`config.mk`:
```
export PLATFORM = sky130hd
export DESIGN_NAME = uart_rx_fsm
export DESIGN_NICKNAME = d
export VERILOG_FILES = /design/src/rtl/uart_rx_fsm.sv
export SDC_FILE = /design/constraint.sdc
export NUM_CORES = 1
export LEC_CHECK = 0
export CAP_MARGIN = 5
export CORE_ASPECT_RATIO = 1.5
export CORE_MARGIN = 1
export CORE_UTILIZATION = 25
export DETAILED_ROUTE_END_ITERATION = 16
export PLACE_DENSITY_LB_ADDON = 0.3
export SLEW_MARGIN = 20
export SYNTH_ARGS = -nofsm -noshare
export SYNTH_HDL_FRONTEND = slang
export SYNTH_SLANG_ARGS = --single-unit
```
`constraint.sdc`:
```
create_clock -name CLK -period 5.9 [get_ports CLK]
set_input_delay 0.885 -clock CLK [delete_from_list [all_inputs] [get_ports CLK]]
set_output_delay 0.885 -clock CLK [all_outputs]
set_load 0.05 [all_outputs]
```
`src/rtl/uart_rx_fsm.sv`:
```
// UART receive frame sequencer: start detect, bit walk,
// mid-bit strobes and frame-good / error reporting.
module uart_rx_fsm #(
   parameter int PRESCALE_W = 6,
   parameter int BIT_CNT_W  = 4
) (
   input  logic                  CLK,
   input  logic                  RST,
   input  logic                  RX_IN,
   input  logic                  PAR_EN,
   input  logic [PRESCALE_W-1:0] prescale,
   input  logic [BIT_CNT_W-1:0]  bit_cnt,
   input  logic [PRESCALE_W-1:0] edge_cnt,
   input  logic                  strt_glitch,
   input  logic                  par_err,
   input  logic                  stp_err,
   output logic                  edge_bit_counter_en,
   output logic                  cnt_clr,
   output logic                  dat_samp_en,
   output logic                  deser_en,
   output logic                  strt_chk_en,
   output logic                  par_chk_en,
   output logic                  stp_chk_en,
   output logic                  data_valid,
   output logic                  par_error,
   output logic                  frame_error
);

   typedef enum logic [2:0] {
      IDLE,
      START,
      DATA,
      PARITY,
      STOP
   } state_t;

   state_t state;
   state_t state_n;

   logic [PRESCALE_W-1:0] presc_q;
   logic                  par_en_q;

   logic [PRESCALE_W-1:0] half;
   logic [PRESCALE_W-1:0] pre_chk;
   logic [PRESCALE_W-1:0] evl;
   logic [PRESCALE_W-1:0] lst;

   logic at_pre;
   logic at_evl;
   logic at_lst;
   logic in_data;

   logic cnt_clr_d;
   logic deser_d;
   logic strt_d;
   logic par_d;
   logic stp_d;
   logic data_valid_d;
   logic par_error_d;
   logic frame_error_d;

   // Decode points within a bit, from the prescale latched for this frame.
   // Strobes are registered, so they are decoded one edge before CHK.
   always_comb begin
      half    = {1'b0, presc_q[PRESCALE_W-1:1]};
      pre_chk = half + PRESCALE_W'(1);
      evl     = half + PRESCALE_W'(3);
      lst     = presc_q - PRESCALE_W'(1);
      at_pre  = (edge_cnt == pre_chk);
      at_evl  = (edge_cnt == evl);
      at_lst  = (edge_cnt == lst);
      in_data = (bit_cnt >= BIT_CNT_W'(1)) &&
                (bit_cnt <= BIT_CNT_W'(8));
   end

   // State, frame configuration and registered outputs.
   always_ff @(posedge CLK or negedge RST) begin
      if (!RST) begin
         state       <= IDLE;
         presc_q     <= '0;
         par_en_q    <= 1'b0;
         cnt_clr     <= 1'b0;
         deser_en    <= 1'b0;
         strt_chk_en <= 1'b0;
         par_chk_en  <= 1'b0;
         stp_chk_en  <= 1'b0;
         data_valid  <= 1'b0;
         par_error   <= 1'b0;
         frame_error <= 1'b0;
      end else begin
         state       <= state_n;
         if (state == IDLE && !RX_IN) begin
            presc_q  <= prescale;
            par_en_q <= PAR_EN;
         end
         cnt_clr     <= cnt_clr_d;
         deser_en    <= deser_d;
         strt_chk_en <= strt_d;
         par_chk_en  <= par_d;
         stp_chk_en  <= stp_d;
         data_valid  <= data_valid_d;
         par_error   <= par_error_d;
         frame_error <= frame_error_d;
      end
   end

   // Frame walk; a start glitch wins over the end-of-bit move.
   always_comb begin
      state_n = state;
      unique case (state)
         IDLE: begin
            if (!RX_IN) state_n = START;
         end
         START: begin
            if (at_evl && strt_glitch)
               state_n = IDLE;
            else if (at_lst && bit_cnt == '0)
               state_n = DATA;
         end
         DATA: begin
            if (at_lst && bit_cnt == BIT_CNT_W'(8))
               state_n = par_en_q ? PARITY : STOP;
         end
         PARITY: begin
            if (at_lst) state_n = STOP;
         end
         STOP: begin
            if (at_evl) state_n = IDLE;
         end
         default: state_n = IDLE;
      endcase
   end

   // Enables from state; next values of strobes, pulses and error flags.
   always_comb begin
      edge_bit_counter_en = (state != IDLE);
      dat_samp_en         = (state != IDLE);
      cnt_clr_d           = 1'b0;
      deser_d             = 1'b0;
      strt_d              = 1'b0;
      par_d               = 1'b0;
      stp_d               = 1'b0;
      data_valid_d        = 1'b0;
      par_error_d         = par_error;
      frame_error_d       = frame_error;
      unique case (state)
         IDLE: begin
            if (!RX_IN) begin
               par_error_d   = 1'b0;
               frame_error_d = 1'b0;
            end
         end
         START: begin
            strt_d = at_pre;
            if (at_evl && strt_glitch)
               cnt_clr_d = 1'b1;
         end
         DATA: begin
            deser_d = at_pre && in_data;
         end
         PARITY: begin
            par_d = at_pre;
            if (at_evl) par_error_d = par_err;
         end
         STOP: begin
            stp_d = at_pre;
            if (at_evl) begin
               frame_error_d = stp_err;
               cnt_clr_d     = 1'b1;
               data_valid_d  = !stp_err && !par_error;
            end
         end
         default: ;
      endcase
   end

endmodule

```
After elaboration in Yosys (flattened, before gate mapping) --
Cells that the tools add are included. Widths: inputs -> output; s select.
Cells by class: $add $sub $neg 3, magnitude comparators 2, equal/unequal tests 14, multiplexer cells 22, reduce and logical (&&, ||, !) cells 18
Operator list (number):
- $mux 3 | 7
- $eq 6x6->1 | 3
- $pmux 3 s5 | 1
- $mux 1 | 11
- $ne 2x2->1 const B | 5
- $logic_and 1x1->1 | 7
- $add 5x1->6 const B | 1
- $add 5x2->6 const B | 1
- $eq 3x2->1 const B | 2
- $pmux 1 s2 | 3
- $reduce_and 3->1 | 2
- $sub 6x1->6 const B | 1
- $reduce_and 5->1 | 1
- $eq 4x4->1 const B | 1
- $ge 4x1->1 const B | 1
- $le 4x4->1 const B | 1
- $logic_not 4->1 | 1
- $reduce_bool 2->1 | 2
- $eq 3x1->1 const B | 1
- $eq 3x3->1 const B | 1
- $logic_not 1->1 | 3
- $logic_not 3->1 | 1
- $ne 3x3->1 const B | 1
- $reduce_bool 3->1 | 1
Storage, ports and cells: register bits 18, bits of input ports 23, output and inout port bits 10, word-level logic and storage cells 70

Logic depth before layout (Yosys ltp) --
word-level depth 6, depth in mapped cells 8

Least setup slack after synthesis --
Ideal clock, no wire load.
path kind reg-to-output, from register state[1], to output edge_bit_counter_en, arrival time 1.407 ns, data required time 5.015 ns, slack 3.608 ns, cell stages (with the launch flop) 4, buffers on the path 2, path through dfrtp_1 or3_1 clkbuf_1 buf_4
Between the ends: longest elaborated chain between the ends 1
RTL lines:
- start, declared | RTL line 37 | state_t state;
- start signal, assigned | RTL line 91 | state <= state_n;
- $reduce_bool 3->1
- end, declared | RTL line 17 | output logic edge_bit_counter_en,
Every way passes these cells.

Worst setup path in the final report --
from register state[0], to output dat_samp_en
Between the ends: longest elaborated chain between the ends 1
RTL lines:
- $reduce_bool 3->1 | RTL line 137 | dat_samp_en = (state != IDLE);
- end, declared | RTL line 19 | output logic dat_samp_en,
Every way passes these cells.

==> summary.md <==
| Metric | Value |
|---|---|
| CP max stage delay | 0.75 ns |
| Fmax | 351 MHz |
| Wl on met1 | 1160 µm |
| Core ar. | 4850 µm² |
| Slew at the pin closest to its max-slew limit | 0.797 ns |
| Compound-Gate Fraction of Synth Area | 0.172 |
| Post-route cell area | about 1700 µm² |
| Post-synthesis adder-cell area fraction | 0.0393 |
| H-Tree Level Count | 1 |
| Height of the die | 89.4 µm |
| Avg Vias per Cell | roughly 4.5 |
| Hold Slack | 0.484 ns |
| Tcrit/Tclk final | 0.483 |
| Hold Fails Final Rpt | 0 |
| PnR worst setup slack | between 3 and 4 ns |
| Ant diodes | 0 |
| Share of layout cells above drive strength 1 | 0.123 |
| CTS tree | done |
| Largest fanout on the critical path | 7 |
| DRC Markers | 0 |
| # clock sinks | 18 |
| Post-CTS sizing | 0 |
| Antenna viol nets, final | 0 |
| Yosys top cell by area | dfrtp_1 |
| Worst R2R Path Depth | 8 |
| #FFs+latches synth | 18 |
| Cell variety after synth | 46 |
| IO Count | 33 |
| All-layer global routing usage | 0.121 |
| Dpl cells | 224 |
| Worst Path Arrival | 1.97 ns |
| Initial core utilization | 0.263 |
| Vias in the first global route | 1067 |
| Power Total | ~0.79 mW |
| Top layer in use | met4 |
| Root buf cell | clkbuf_8 |
| Pre-CTS setup slack | 3.15 ns |
| Setup-violating endpoint count in the final report | 0 |
| Routed length on met2 | between 1500 and 2000 µm |
| Synthesized area | approximately 1300 µm² |
| Final core occ | 0.349 |
| First-pass GRT wire length | around 4900 µm |
| Worst reg2reg startpoint | presc_q[2] |
| Worst r2r dst | state[1] |
| Largest family of logic cells by synthesized area | simple AND/OR/NAND/NOR gates |
| Pwr Density | about 470 nW/µm² |
| RD Place Congestion | 0.780 |
| Clock Skews | approximately 0.0029 ns |
| CTS buffer count | 3 |
| Mapped Nets | 158 |
| Clk pin slew, worst setup/hold paths | 0.07 ns |
| Cell family with most CP delay | buffers and inverters |
| Crit path from | state[0] |
| CP Data Required Time | 5.02 ns |
| EDFF count, synth | 0 |
| Post-route minimum period | 2.85 ns |
| DP Area | approximately 1600 µm² |
| Worst hold path class | register to register |
| Critical path endpoint category | output pin |
| Top cell type's share of synthesized area | 0.354 |
| Bufs on Longest Clock Path | 2 |
| Flop2flop setup slack | around 3.6 ns |
| Worst path cell trace | or3_1, clkdlybuf4s50_1 |
| Nets | 190 |
| Largest net degree at the start of global routing | 19 |
| Mean Syn Cell Area | 9.72 µm² |
| I/O Buffers | 32 |
| Main flop type after synthesis | dfrtp_1 |
| Status | complete, no violations |
| Yosys warns | 0 |
| Initial antenna violation count | 0 |
| Worst path bufs/invs | 1 |
| Slew Limit Fails | 0 |
| Routed vias | 1036 |
| Cells after Synth | 131 |
| Lkg Pwr | 0.677 nW |
| Critical Path Stages | 2 |
| Min-Delay Startpoint | par_error |
| RSZ-0062 raised after global routing | false |
| Sequential area share after synthesis | 0.354 |
| Slowest cell on the critical path | clkdlybuf4s50_1 |
| Asr flop ratio synth | 1.00 |
| Clock Latency Late Sink | 0.25 ns |
| Met3 wire len | 132 µm |
| Critical path class | register to output pin |
| Total negative slack | 0 ns |
| Synth top area cells | dfrtp_1 35%, xnor2_1 8.9%, xor2_1 4.8% |
| Die Span X | 60.3 µm |
| Layout area overhead | 33.0% |
| Routed len/inst | 12.6 µm |
| Worst relative slew slack | 0.467 |
| Synth Area in Simple Gates | 0.198 |
| Row Count | 31 |
| Final non-filler cell total | 228 |
| Total die area | 5390 µm² |
| Post-synthesis xor/xnor area fraction | 0.163 |
| Setup crit end | dat_samp_en |
| Max VDD drop | 0.136 mV |
| Max-cap viol count | 0 |
| Final wirelength | roughly 2900 µm |
| Setup Fix Bufs, Post-CTS | 0 |
| Post-synthesis mux area share | 0.0177 |
| Total gr overflow | 0 |
| Hpwl dp | 2340 µm |
| CP Launch Type | register |
| CTS Hold Bufs | 0 |
| Pre-antenna DRT Iters | 4 |
| Initial DRC count | 53 |
==> cells in the mapped netlist (2+ instances only) <==
cell type,instances
mux2_2,2
a21oi_1,3
inv_1,9
xnor2_1,13
o21ai_0,9
ha_1,4
buf_6,2
dfrtp_1,18
nand2_1,11
nor3_1,2
nor2_1,7
a21o_1,2
o21ai_1,2
clkbuf_1,2
nand3_1,4
o31ai_1,2
xor2_2,2
o221ai_1,2
o211ai_2,2
xor2_1,7
==> flip-flops by register name, indices dropped and copies added (netlist names) <==
name	cells
par_chk_en	1
cnt_clr	1
par_error	1
strt_chk_en	1
presc_q	6
stp_chk_en	1
par_en_q	1
data_valid	1
frame_error	1
state	3
deser_en	1
==> layout by cell type (no fill, tap or decap), types with 2 or more instances in the layout <==
cell type        count
a21oi_1              3
o21ai_1              2
nand3_1              4
clkbuf_8             4
o221ai_1             2
dfrtp_1             18
o21ai_0              9
ha_1                 4
a21o_1               2
mux2_2               2
xor2_1               7
o31ai_1              2
nor2_1               7
nor3_1               2
clkdlybuf4s50_1     32
xnor2_1             13
xor2_2               2
nand2_1             11
inv_1                9
o211ai_2             2
==> worst min path at each step <==
| stage | end | slack (ns) | depth (start not counted) |
|---|---|---|---|
| finish | data_valid | 0.48 | 1 |
| detailed placement | data_valid | 0.47 | 1 |
| CTS | data_valid | 0.48 | 1 |
| global placement | data_valid | 0.47 | 1 |
| floorplan | par_en_q | 0.51 | 2 |
| global route | data_valid | 0.51 | 1 |
==> layer usage <==
layer	global-route usage	vias to the layer above
met2	0.226	26
met4	0.0507	0
met1	0.135	487
met5	0	-
met3	0.0130	5
li1	-	518
==> kinds of logic (layout without fill, tap and decap cells) <==
family / Yosys count / in the layout
AO/OA/AOI/OAI: 30 / 30
buffers and inverters: 14 / 45
flip-flops: 18 / 18
adder cells (fa/ha/maj): 4 / 4
AND/OR/NAND/NOR: 41 / 41
multiplexers: 2 / 2
XOR/XNOR: 22 / 22
==> cell type report <==
type / count / area [µm²]
sequential: 18 / 450
multi-input combinational: 99 / 752
clock buffer: 4 / 55.1
tap: 66 / 82.6
inverter: 9 / 33.8
fill: 499 / 3150
timing repair buffer: 32 / 320
==> report_power, final <==
part	switching [mW]	internal (mW)
Combinational	0.250	0.217
Sequential	0.0656	0.159
Clock	0.0406	0.0593
(Power assumes the default switching activity.)
